--- config.mk ---
export PLATFORM = sky130hd
export DESIGN_NAME = mult_int8b_top
export DESIGN_NICKNAME = d
export VERILOG_FILES = /design/src/rtl/mult_int8b_pkg.sv /design/src/rtl/mult_int8b_array.sv /design/src/rtl/mult_int8b_top.sv
export SDC_FILE = /design/constraint.sdc
export NUM_CORES = 1
export LEC_CHECK = 0
export CORE_ASPECT_RATIO = 1.4
export CORE_MARGIN = 5
export CORE_UTILIZATION = 45
export CTS_BUF_LIST = sky130_fd_sc_hd__clkbuf_2
export CTS_CLUSTER_DIAMETER = 40
export DETAILED_ROUTE_END_ITERATION = 12
export MAX_ROUTING_LAYER = met4
export PLACE_DENSITY = 0.72
export SLEW_MARGIN = 10
export SYNTH_ARGS = -nofsm -noshare
export SYNTH_HDL_FRONTEND = slang
export SYNTH_SLANG_ARGS = --single-unit
--- constraint.sdc ---
create_clock -name clk -period 0.8 [get_ports clk]
set_input_delay 0.2 -clock clk [delete_from_list [all_inputs] [get_ports clk]]
set_output_delay 0.2 -clock clk [all_outputs]
set_load 0.01 [all_outputs]
--- src/rtl/mult_int8b_pkg.sv ---
// Shared widths, default coefficient and operand/product types
// for the constant-coefficient signed multiplier.
package mult_int8b_pkg;

    localparam int BIT_WIDTH = 8;
    localparam int OUT_WIDTH = 2 * BIT_WIDTH;

    localparam logic signed [BIT_WIDTH-1:0] DEF_COEFF = 8'sd105;

    typedef logic signed [BIT_WIDTH-1:0] operand_t;
    typedef logic signed [OUT_WIDTH-1:0] product_t;

endpackage

--- src/rtl/mult_int8b_array.sv ---
// Combinational signed partial-product array and adder tree
// computing inp * COEFF at full precision.
module mult_int8b_array
    import mult_int8b_pkg::*;
#(
    parameter int BIT_WIDTH = mult_int8b_pkg::BIT_WIDTH,
    parameter logic signed [BIT_WIDTH-1:0] COEFF = DEF_COEFF
) (
    input  logic signed [BIT_WIDTH-1:0]   inp,
    output logic signed [2*BIT_WIDTH-1:0] prod
);

    localparam int OW = 2 * BIT_WIDTH;
    localparam int LV = $clog2(BIT_WIDTH);
    localparam int NP = 1 << LV;

    logic signed [OW-1:0] ext;

    assign ext = {{(OW-BIT_WIDTH){inp[BIT_WIDTH-1]}}, inp};

    for (genvar l = 0; l <= LV; l++) begin : g_lvl
        localparam int N = NP >> l;
        logic signed [OW-1:0] s [N];

        if (l == 0) begin : g_rows
            for (genvar i = 0; i < N; i++) begin : g_row
                if (i >= BIT_WIDTH || COEFF[i] == 1'b0) begin : g_zero
                    assign s[i] = '0;
                end else if (i == BIT_WIDTH - 1) begin : g_neg
                    // Sign row has weight -2^(W-1); negating in OW bits
                    // keeps -128 * -128 from overflowing.
                    assign s[i] = -(ext <<< i);
                end else begin : g_pos
                    assign s[i] = ext <<< i;
                end
            end
        end else begin : g_sum
            for (genvar i = 0; i < N; i++) begin : g_add
                assign s[i] = g_lvl[l-1].s[2*i] + g_lvl[l-1].s[2*i+1];
            end
        end
    end

    assign prod = g_lvl[LV].s[0];

endmodule

--- src/rtl/mult_int8b_top.sv ---
// Signed 8-bit by constant multiplier with a registered
// 16-bit product and asynchronous active-low reset.
module mult_int8b_top
    import mult_int8b_pkg::*;
#(
    parameter int BIT_WIDTH = mult_int8b_pkg::BIT_WIDTH,
    parameter int OUT_WIDTH = 2 * BIT_WIDTH,
    parameter logic signed [BIT_WIDTH-1:0] COEFF = DEF_COEFF
) (
    input  logic                        clk,
    input  logic                        rst_n,
    input  logic signed [BIT_WIDTH-1:0] inp,
    output logic signed [OUT_WIDTH-1:0] out
);

    logic signed [2*BIT_WIDTH-1:0] prod;

    mult_int8b_array #(
        .BIT_WIDTH (BIT_WIDTH),
        .COEFF     (COEFF)
    ) u_array (
        .inp  (inp),
        .prod (prod)
    );

    always_ff @(posedge clk or negedge rst_n) begin
        if (!rst_n) begin
            out <= '0;
        end else begin
            out <= OUT_WIDTH'(prod);
        end
    end

endmodule

==> tab_implementation.tex, run 1 <==
\begin{tabular}{lr}
\hline
Metric & Value \\
\hline
\multicolumn{2}{l}{\textbf{Critical path}} \\
Crit end category & register \\
CP Launch Type & input pin \\
Maximum fanout encountered on the critical timing path & 2 \\
CP required & 1030 ps \\
Arrival @ worst endpoint & 2670 ps \\
Crit path kind & in -> reg \\
\multicolumn{2}{l}{\textbf{Timing}} \\
Clock period minus worst slack & 2436 ps \\
Setup repair after global routing missed its margin & true \\
Final Max Slew Viols & 0 \\
Final cycle utilization of the critical path & 304.5\% \\
Final setup violation count & 27 \\
Transition time of the tightest slew-check pin & 245.8 ps \\
Hold Vio Cnt, Final & 0 \\
PnR worst setup slack & -1636 ps \\
Maximum clock rate & 410.5 MHz \\
Worst slew slack as a fraction of its limit & 83.62\% \\
Setup TNS Final & -17720 ps \\
\multicolumn{2}{l}{\textbf{CTS}} \\
Maximum number of buffers from clock root to sink & 2 \\
H-tree depth reported by CTS & 1 \\
TritonCTS clock tree & built \\
Clock buffers created by TritonCTS & 3 \\
Sinks on the clock net & 16 \\
Clock root buffer & clkbuf\_2 \\
Clock slew at reported path FFs & 150 ps \\
\multicolumn{2}{l}{\textbf{Worst hold path}} \\
Source of the worst hold timing path & inp[2] \\
Hold Path Class & in -> reg \\
Worst Hold Endpoint & out[2] \\
Count of cells along the worst hold path & 2 \\
\multicolumn{2}{l}{\textbf{Drt}} \\
First drt pass iteration count & 6 \\
Total length of routed wires & 2993 um \\
Post-route DRC & 0 \\
Violation count after the first detailed-route iteration & 16 \\
ANT nets after route & 0 \\
Routed via count divided by cell count & 4.890 \\
Detail-routed net length per standard cell & 15.67 um \\
Overall via count from detail\_route & 934 \\
\multicolumn{2}{l}{\textbf{Run}} \\
Max-Cap Viols & 0 \\
\multicolumn{2}{l}{\textbf{Outcome}} \\
Violated checks & setup timing \\
Run status & finished with violations \\
\multicolumn{2}{l}{\textbf{Place}} \\
Cell count after placement & 181 \\
Routability congestion estimate from global placement & 0.8279 \\
Number of I/O port buffers & 25 \\
Detailed placement HPWL & 1983 um \\
Worst slack, placed & -2351 ps \\
\multicolumn{2}{l}{\textbf{Layout}} \\
Area growth from synthesis to final layout & 63.93\% \\
Number of antenna repair diodes & 0 \\
Most frequent standard cell in the layout excluding fill and tap cells & buf\_4 \\
Proportion of layout cells with a drive suffix above 1 & 57.96\% \\
Reg with most FFs & out \\
Non-filler instance count after layout & 191 \\
Final \#Nets & 195 \\
Largest register FFs & 16 \\
Filler Cell Count & 150 \\
Commonest cells after routing, fill and taps aside & buf\_4, dfrtp\_1, buf\_2 \\
Largest registers & out (16) \\
\multicolumn{2}{l}{\textbf{Global routing}} \\
Via count of the first global-routing pass & 1062 \\
Pin count of the biggest net entering global routing & 17 \\
First-pass GRT wire length & 4878 um \\
Number of antenna violations at the first check in global routing & 0 \\
Global route total overflow & 0 \\
Overall fraction of global-route tracks in use & 18.56\% \\
\multicolumn{2}{l}{\textbf{Floorplanning}} \\
Width of the die & 52.30 um \\
Standard cell core area & 2391 um2 \\
Effective utilization at floorplan & 47.15\% \\
Full die area & 3620 um2 \\
Chip height & 69.22 um \\
Std-Cell Rows & 21 \\
Boundary Pins & 26 \\
\multicolumn{2}{l}{\textbf{Logic synthesis}} \\
Post-synthesis instance area & 1127 um2 \\
Sequential element share of the synthesized area & 35.52\% \\
Count of unique library cells instantiated by Yosys & 20 \\
Cell type with the highest aggregate area in the netlist & dfrtp\_1 \\
Top cell type's share of synthesized area & 35.52\% \\
Yosys synthesis warning count & 0 \\
Post-Synthesis Net Count & 133 \\
Mean cell area of the mapped netlist & 11.74 um2 \\
Area contributors post-synth & dfrtp\_1, fa\_1, ha\_1 \\
Synthesized flop and latch total & 16 \\
Count of mapped cells out of synthesis & 96 \\
\multicolumn{2}{l}{\textbf{Pwr}} \\
Net switching power figure & 1535 uW \\
Switching fraction of total power & 37.74\% \\
Power share of the clock group & 9.1\% \\
Fraction of power consumed by sequential logic & 26.9\% \\
IR Drop Worst-Case VDD & 1.451 mV \\
Power per cell area & 2201 nW/um2 \\
Internal power & 2533 uW \\
Relative contribution of combinational cells to total power & 64.0\% \\
Static power due to leakage & 0.0008970 uW \\
\hline
\end{tabular}
power groups by stage:
stage	logic [uW]	registers (uW)	clock network (uW)
CTS	2390	1100	382
floorplan	1000	1250	0
finish	2600	1090	371
detailed placement	2200	1120	0
global placement	2150	1120	0
global route	2810	1120	419
metrics by stage:
step	area (um2)	power (uW)	utilization [%]	hold WS, ps
4_1_cts	1780	3865	74.46	81.55
2_1_floorplan	1176	2260	-	-95.59
5_1_grt	1848	4353	77.29	61.42
3_5_place_dp	1677	3320	70.12	549.4
3_3_place_gp	1677	3265	70.12	548.9
6_report	1848	4068	77.29	87.65
cell families after synthesis:
kind of cell             count (synthesis)  share of synthesized area [%]
AO/OA/AOI/OAI                           17                          11.10
XOR/XNOR                                 7                          5.439
adder cells (fa/ha/maj)                 27                          37.29
buffers and inverters                   18                          5.993
flip-flops                              16                          35.52
AND/OR/NAND/NOR                         11                          4.661
critical path, cell delays in order:
cell	delay, ps
buf_8	80
inv_6	30
fa_1	530
inv_1	50
fa_1	490
buf_6	150
ha_4	240
a211oi_4	230
o211ai_2	130
and3_4	200
o21ai_2	190
xnor2_2	140
how the worst max path moves through the flow:
stage / start / endpoint / slack [ps]
global placement: inp[3] / out[14] / -2300
floorplan: inp[3] / out[14] / -1620
detailed placement: inp[1] / out[14] / -2350
finish: inp[1] / out[14] / -1640
CTS: inp[1] / out[14] / -1480
global route: inp[1] / out[14] / -1680
cells in the mapped netlist (all sizes together):
library cell / number
nand2: 3
dfrtp: 16
o21ai: 3
and3: 2
o21bai: 1
xor2: 1
a21o: 2
o211ai: 1
nand3: 1
nor2: 5
o21a: 1
inv: 18
a211oi: 2
xnor2: 6
ha: 16
a21oi: 7
fa: 11
what timing repair did:
action,4_1_cts,5_1_grt
hold buffers,0,0
pin swaps,29,8
endpoints found under the setup margin,29,27
buffers inserted,5,3
gates resized for setup,122,13
endpoints found under the hold margin,0,0
final cells by class:
type | instances | area, um2 | share of cell area (%)
multi-input combinational | 62 | 830.8 | 44.96
timing repair buffer | 57 | 473.0 | 25.59
sequential | 16 | 400.4 | 21.67
inverter | 18 | 82.58 | 4.469
tap | 34 | 42.54 | 2.302
clock buffer | 3 | 15.01 | 0.8125
clock inverter | 1 | 3.754 | 0.2031
routing by layer:
layer	vias to the layer above	routed length, um	part of all wire [%]	track usage [%]
li1	429	-	-	-
met1	467	1122	37	20.78
met2	28	1668	56	31.49
met3	10	114	3.8	1.935
met4	0	89	3.0	9.375
met5	-	0	0	-
Power figures use the tool's default switching activity.
==> run 2, diff against run 1 <==
- CORE_UTILIZATION: 45 -> 51
- PLACE_DENSITY: 0.72 -> 0.8
==> tab_implementation.tex, run 2 (synthesis results as in run 1) <==
\begin{tabular}{lr}
\hline
Metric & Value \\
\hline
\multicolumn{2}{l}{\textbf{Place}} \\
Number of I/O port buffers & 25 (unchanged) \\
Detailed placement HPWL & 2160 um (+8.9\%) \\
Cell count after placement & 170 (-6.1\%) \\
Routability congestion estimate from global placement & 0.8353 (+0.89\%) \\
\multicolumn{2}{l}{\textbf{Outcome}} \\
Violated checks & setup timing \\
Run status & finished with violations \\
\multicolumn{2}{l}{\textbf{Drt}} \\
Post-route DRC & 0 (unchanged) \\
Routed via count divided by cell count & 5.410 (+11\%) \\
First drt pass iteration count & 5 (-1) \\
Detail-routed net length per standard cell & 19.55 um (+25\%) \\
Overall via count from detail\_route & 990 (+6.0\%) \\
Violation count after the first detailed-route iteration & 29 (+13) \\
Total length of routed wires & 3578 um (+20\%) \\
ANT nets after route & 0 (unchanged) \\
\multicolumn{2}{l}{\textbf{Layout}} \\
Most frequent standard cell in the layout excluding fill and tap cells & buf\_4 \\
Reg with most FFs & out \\
Number of antenna repair diodes & 0 (unchanged) \\
Commonest cells after routing, fill and taps aside & buf\_4, dfrtp\_1, buf\_6 \\
Area growth from synthesis to final layout & 65.70\% \\
Largest registers & out (16) \\
Proportion of layout cells with a drive suffix above 1 & 60.87\% (+2.9 points) \\
Final \#Nets & 199 (+2.1\%) \\
Largest register FFs & 16 (unchanged) \\
Filler Cell Count & 107 (-29\%) \\
Non-filler instance count after layout & 183 (-4.2\%) \\
\multicolumn{2}{l}{\textbf{Critical path}} \\
Family with the most delay on the worst path & adder cells \\
CP Launch Type & input pin \\
Crit path kind & in -> reg \\
CP required & 1030 ps (about the same) \\
Crit end category & register \\
Worst setup path startpoint & inp[0] \\
Maximum fanout encountered on the critical timing path & 2 (unchanged) \\
Slowest Stage Delay on Critical Path & 620 ps (+90 ps) \\
Cell with the largest stage delay on the worst path & fa\_2 \\
Buffers plus inverters on the worst setup path & 4 (unchanged) \\
Stages on the worst setup path & 12 (unchanged) \\
Termination of the worst setup path & out[14] \\
CP Cell Sequence & buf\_8, inv\_6, fa\_1, inv\_2, fa\_2, buf\_6, ha\_4, a211oi\_4, o211ai\_2, and3\_4, o21ai\_2, xnor2\_1 \\
Arrival @ worst endpoint & 2800 ps (+130 ps) \\
\multicolumn{2}{l}{\textbf{Run}} \\
Max-Cap Viols & 0 (unchanged) \\
\multicolumn{2}{l}{\textbf{Timing}} \\
Final Max Slew Viols & 0 (unchanged) \\
Final setup violation count & 28 (+3.7\%) \\
Final cycle utilization of the critical path & 321.1\% (+17 points) \\
Setup repair after global routing missed its margin & true \\
Worst slew slack as a fraction of its limit & 79.39\% (-4.2 points) \\
PnR worst setup slack & -1769 ps (-132.5 ps) \\
Maximum clock rate & 389.3 MHz (-5.2\%) \\
Clock period minus worst slack & 2569 ps (+132.5 ps) \\
Transition time of the tightest slew-check pin & 307.0 ps (+61.25 ps) \\
Setup TNS Final & -20040 ps (-2323 ps) \\
Hold Vio Cnt, Final & 0 (unchanged) \\
\multicolumn{2}{l}{\textbf{Pwr}} \\
Power per cell area & 2292 nW/um2 (+4.1\%) \\
Static power due to leakage & 0.0009093 uW (+1.4\%) \\
Internal power & 2656 uW (+4.9\%) \\
Fraction of power consumed by sequential logic & 26.3\% (-0.6 points) \\
IR Drop Worst-Case VDD & 1.397 mV (-3.7\%) \\
Switching fraction of total power & 37.97\% (+0.23 points) \\
Power share of the clock group & 8.6\% (-0.5 points) \\
Net switching power figure & 1626 uW (+5.9\%) \\
Relative contribution of combinational cells to total power & 65.1\% (+1.1 points) \\
\multicolumn{2}{l}{\textbf{CTS}} \\
H-tree depth reported by CTS & 1 (unchanged) \\
Clock slew at reported path FFs & 160 ps (about the same) \\
Total of hold buffers inserted after clock tree synthesis & 0 (unchanged) \\
Maximum number of buffers from clock root to sink & 2 (unchanged) \\
Clock buffers created by TritonCTS & 3 (unchanged) \\
Clock root buffer & clkbuf\_2 \\
Sinks on the clock net & 16 (unchanged) \\
TritonCTS clock tree & built \\
\multicolumn{2}{l}{\textbf{Floorplanning}} \\
Boundary Pins & 26 (unchanged) \\
Standard cell core area & 2152 um2 (-10\%) \\
Effective utilization at floorplan & 52.38\% (+5.2 points) \\
Width of the die & 49.74 um (-4.9\%) \\
Full die area & 3264 um2 (-9.8\%) \\
Std-Cell Rows & 20 (-4.8\%) \\
Chip height & 65.63 um (-5.2\%) \\
\multicolumn{2}{l}{\textbf{Global routing}} \\
Pin count of the biggest net entering global routing & 17 (unchanged) \\
Number of antenna violations at the first check in global routing & 0 (unchanged) \\
Global route total overflow & 0 (unchanged) \\
First-pass GRT wire length & 5637 um (+16\%) \\
Overall fraction of global-route tracks in use & 24.33\% (+5.8 points) \\
Via count of the first global-routing pass & 1166 (+9.8\%) \\
\multicolumn{2}{l}{\textbf{Worst hold path}} \\
Hold Path Class & in -> reg \\
Count of cells along the worst hold path & 1 (-1) \\
\hline
\end{tabular}
## run 2: changes by cell type in the layout (fill, tap and decap cells not counted), moves of 3 or more
cell	change
buf_2	-3
buf_4	+4
buf_6	+6
buf_8	-3
## run 2: timing repair
action	4_1_cts	5_1_grt
pin swaps	27	20
buffers inserted	5	5
hold endpoints to repair	0	0
cloned	0	0
resized for setup	118	17
setup endpoints to repair	29	27
## run 2: how the worst min path moves through the flow
stage	startpoint	end
final	inp[1]	out[1]
after global placement	rst_n	out[13]
after global routing	inp[1]	out[1]
after detailed placement	rst_n	out[14]
after floorplan	rst_n	out[0]
after CTS	inp[1]	out[1]
## run 2: power groups by stage
stage | sequential [uW] | clock, uW | combinational, uW
after global placement | 1120 | 0 | 2140
final | 1130 | 366 | 2790
after CTS | 1110 | 375 | 2430
after floorplan | 1250 | 0 | 1000
after global routing | 1150 | 427 | 2990
after detailed placement | 1140 | 0 | 2230
## run 2: per-layer routing
metal  global-route usage, %  vias up  part of all wire [%]
met3                   3.628       22                   4.8
met1                   23.05      483                    32
met5                       -        -                     0
met4                   19.34        0                   6.4
met2                   42.68       42                    56
li1                        -      443                     -
## run 2: cell type report
cell class	instances	area, um2	area share, %
well taps	22	27.53	1.474
inverters	18	82.58	4.421
repair buffers	61	509.2	27.26
multi-input cells	62	829.5	44.41
clock buffers	3	15.01	0.8038
clock inverters	1	3.754	0.2009
flip-flops and latches	16	400.4	21.43
## run 2: per-stage QoR
stage | hold WS [ps] | total power [uW] | cell area, um2 | util (%) | setup WS, ps
after global routing | 12.39 | 4576 | 1868 | 86.80 | -1798
final | 41.43 | 4282 | 1868 | 86.80 | -1769
after floorplan | -95.59 | 2260 | 1176 | - | -1615
after detailed placement | 553.8 | 3370 | 1669 | 77.56 | -2393
after global placement | 547.9 | 3251 | 1669 | 77.56 | -2295
after CTS | 24.64 | 3916 | 1772 | 82.33 | -1529
==> run 3, diff against run 2 <==
- CORE_MARGIN: 5 -> default
==> tab_implementation.tex, run 3 (synthesis results as in run 1) <==
\begin{tabular}{lr}
\hline
Metric & Value \\
\hline
\multicolumn{2}{l}{\textbf{Outcome}} \\
Run status & finished with violations \\
Violated checks & setup timing \\
\multicolumn{2}{l}{\textbf{Timing}} \\
Final cycle utilization of the critical path & 306.5\% (-15 points) \\
Setup repair after global routing missed its margin & true \\
Final setup violation count & 27 (-3.6\%) \\
Final Max Slew Viols & 0 (unchanged) \\
Transition time of the tightest slew-check pin & 267.7 ps (-39.33 ps) \\
Clock period minus worst slack & 2452 ps (-116.7 ps) \\
Worst slew slack as a fraction of its limit & 82.10\% (+2.7 points) \\
Setup TNS Final & -18530 ps (+1513 ps) \\
PnR worst setup slack & -1652 ps (+116.7 ps) \\
Hold Vio Cnt, Final & 0 (unchanged) \\
Maximum clock rate & 407.8 MHz (+4.8\%) \\
\multicolumn{2}{l}{\textbf{Critical path}} \\
CP Launch Type & input pin \\
Worst setup path startpoint & inp[1] \\
Family with the most delay on the worst path & adder cells \\
Maximum fanout encountered on the critical timing path & 2 (unchanged) \\
Slowest Stage Delay on Critical Path & 600 ps (-20 ps) \\
Buffers plus inverters on the worst setup path & 4 (unchanged) \\
Arrival @ worst endpoint & 2710 ps (-90 ps) \\
Crit end category & register \\
CP required & 1050 ps (+20 ps) \\
Cell with the largest stage delay on the worst path & fa\_2 \\
Crit path kind & in -> reg \\
CP Cell Sequence & buf\_8, inv\_4, fa\_1, inv\_2, fa\_2, buf\_6, ha\_4, a211oi\_4, o211ai\_2, and3\_4, o21ai\_2, xnor2\_1 \\
\multicolumn{2}{l}{\textbf{Layout}} \\
Proportion of layout cells with a drive suffix above 1 & 61.39\% (+0.52 points) \\
Largest registers & out (16) \\
Number of antenna repair diodes & 0 (unchanged) \\
Commonest cells after routing, fill and taps aside & buf\_4, buf\_2, dfrtp\_1 \\
Area growth from synthesis to final layout & 61.15\% \\
Final \#Nets & 196 (-1.5\%) \\
Largest register FFs & 16 (unchanged) \\
Reg with most FFs & out \\
Most frequent standard cell in the layout excluding fill and tap cells & buf\_4 \\
\multicolumn{2}{l}{\textbf{CTS}} \\
Sinks on the clock net & 16 (unchanged) \\
Total of hold buffers inserted after clock tree synthesis & 0 (unchanged) \\
Clock slew at reported path FFs & 170 ps (about the same) \\
Clock buffers created by TritonCTS & 3 (unchanged) \\
Clock root buffer & clkbuf\_2 \\
TritonCTS clock tree & built \\
H-tree depth reported by CTS & 1 (unchanged) \\
Maximum number of buffers from clock root to sink & 2 (unchanged) \\
\multicolumn{2}{l}{\textbf{Floorplanning}} \\
Chip height & 57.63 um (-12\%) \\
Width of the die & 41.74 um (-16\%) \\
Effective utilization at floorplan & 55.79\% (+3.4 points) \\
Boundary Pins & 26 (unchanged) \\
Full die area & 2405 um2 (-26\%) \\
Standard cell core area & 2021 um2 (-6.1\%) \\
Std-Cell Rows & 19 (-5.0\%) \\
\multicolumn{2}{l}{\textbf{Worst hold path}} \\
Hold Path Class & in -> reg \\
Source of the worst hold timing path & inp[2] \\
\multicolumn{2}{l}{\textbf{Place}} \\
Worst slack, placed & -2432 ps (-38.61 ps) \\
Routability congestion estimate from global placement & 0.7713 (-7.7\%) \\
Number of I/O port buffers & 25 (unchanged) \\
Detailed placement HPWL & 2203 um (+2.0\%) \\
\multicolumn{2}{l}{\textbf{Drt}} \\
Violation count after the first detailed-route iteration & 17 (-41\%) \\
Detail-routed net length per standard cell & 17.84 um (-8.8\%) \\
Routed via count divided by cell count & 5.313 (-1.8\%) \\
Post-route DRC & 0 (unchanged) \\
First drt pass iteration count & 4 (-1) \\
Overall via count from detail\_route & 951 (-3.9\%) \\
Total length of routed wires & 3193 um (-11\%) \\
ANT nets after route & 0 (unchanged) \\
\multicolumn{2}{l}{\textbf{Pwr}} \\
Power after layout & 4132 uW (-3.5\%) \\
Static power due to leakage & 0.0008805 uW (-3.2\%) \\
IR Drop Worst-Case VDD & 2.039 mV (+46\%) \\
Power per cell area & 2274 nW/um2 (-0.78\%) \\
\multicolumn{2}{l}{\textbf{Run}} \\
Max-Cap Viols & 0 (unchanged) \\
\multicolumn{2}{l}{\textbf{Global routing}} \\
Pin count of the biggest net entering global routing & 17 (unchanged) \\
Number of antenna violations at the first check in global routing & 0 (unchanged) \\
Overall fraction of global-route tracks in use & 29.04\% (+4.7 points) \\
First-pass GRT wire length & 4864 um (-14\%) \\
Via count of the first global-routing pass & 1051 (-9.9\%) \\
Global route total overflow & 0 (unchanged) \\
\hline
\end{tabular}
==> run 3: cell types whose count changed in the layout (fill, tap and decap cells not counted), moves of 2 or more <==
| cell | change |
|---|---|
| buf_6 | -8 |
| buf_4 | -2 |
| buf_8 | +2 |
| buf_2 | +5 |
| inv_4 | +2 |
==> run 3: metrics by stage <==
step | instances | util [%] | instance area (um2) | hold WS [ps]
3_3_place_gp | 169 | 82.54 | 1668 | 550.8
2_1_floorplan | 96 | - | 1176 | -95.59
5_1_grt | 179 | 89.91 | 1817 | 72.64
3_5_place_dp | 169 | 82.54 | 1668 | 547.3
6_report | 179 | 89.91 | 1817 | 68.69
4_1_cts | 177 | 87.68 | 1772 | 93.77
==> run 3: area by class of cell <==
type | instances | area [um2]
Multi-Input combinational cell | 62 | 829.5
Timing Repair Buffer | 58 | 459.2
Sequential cell | 16 | 400.4
Fill cell | 72 | 203.9
Inverter | 18 | 82.58
Tap cell | 21 | 26.28
Clock buffer | 3 | 15.01
Clock inverter | 1 | 3.754
==> run 3: where the power goes <==
group          total, uW  internal [uW]  switching (uW)  leakage, uW
registers           1090           1040            52.8     0.000187
logic               2640           1390            1250     0.000679
clock network        400            109             292    0.0000140
==> run 3: path summary, 6_finish.rpt <==
check,slack (ps),end,cells past startpoint
hold / removal,70,out[2],2
max in group asynchronous,500,out[6],2
setup / recovery,-1650,out[14],12
min in group asynchronous,180,out[5],2
==> run 3: what timing repair did <==
action	CTS	global route
buffers inserted	5	4
pin swaps	32	18
resized for setup	121	10
endpoints found under the setup margin	29	27
endpoints found under the hold margin	0	0
==> run 3: routing by layer <==
metal	vias to the layer above	global-route usage (%)	part of all wire, %
li1	433	-	-
met1	477	30.56	35
met2	27	49.11	57
met3	14	1.869	1.8
met4	0	24.42	5.6
met5	-	-	0
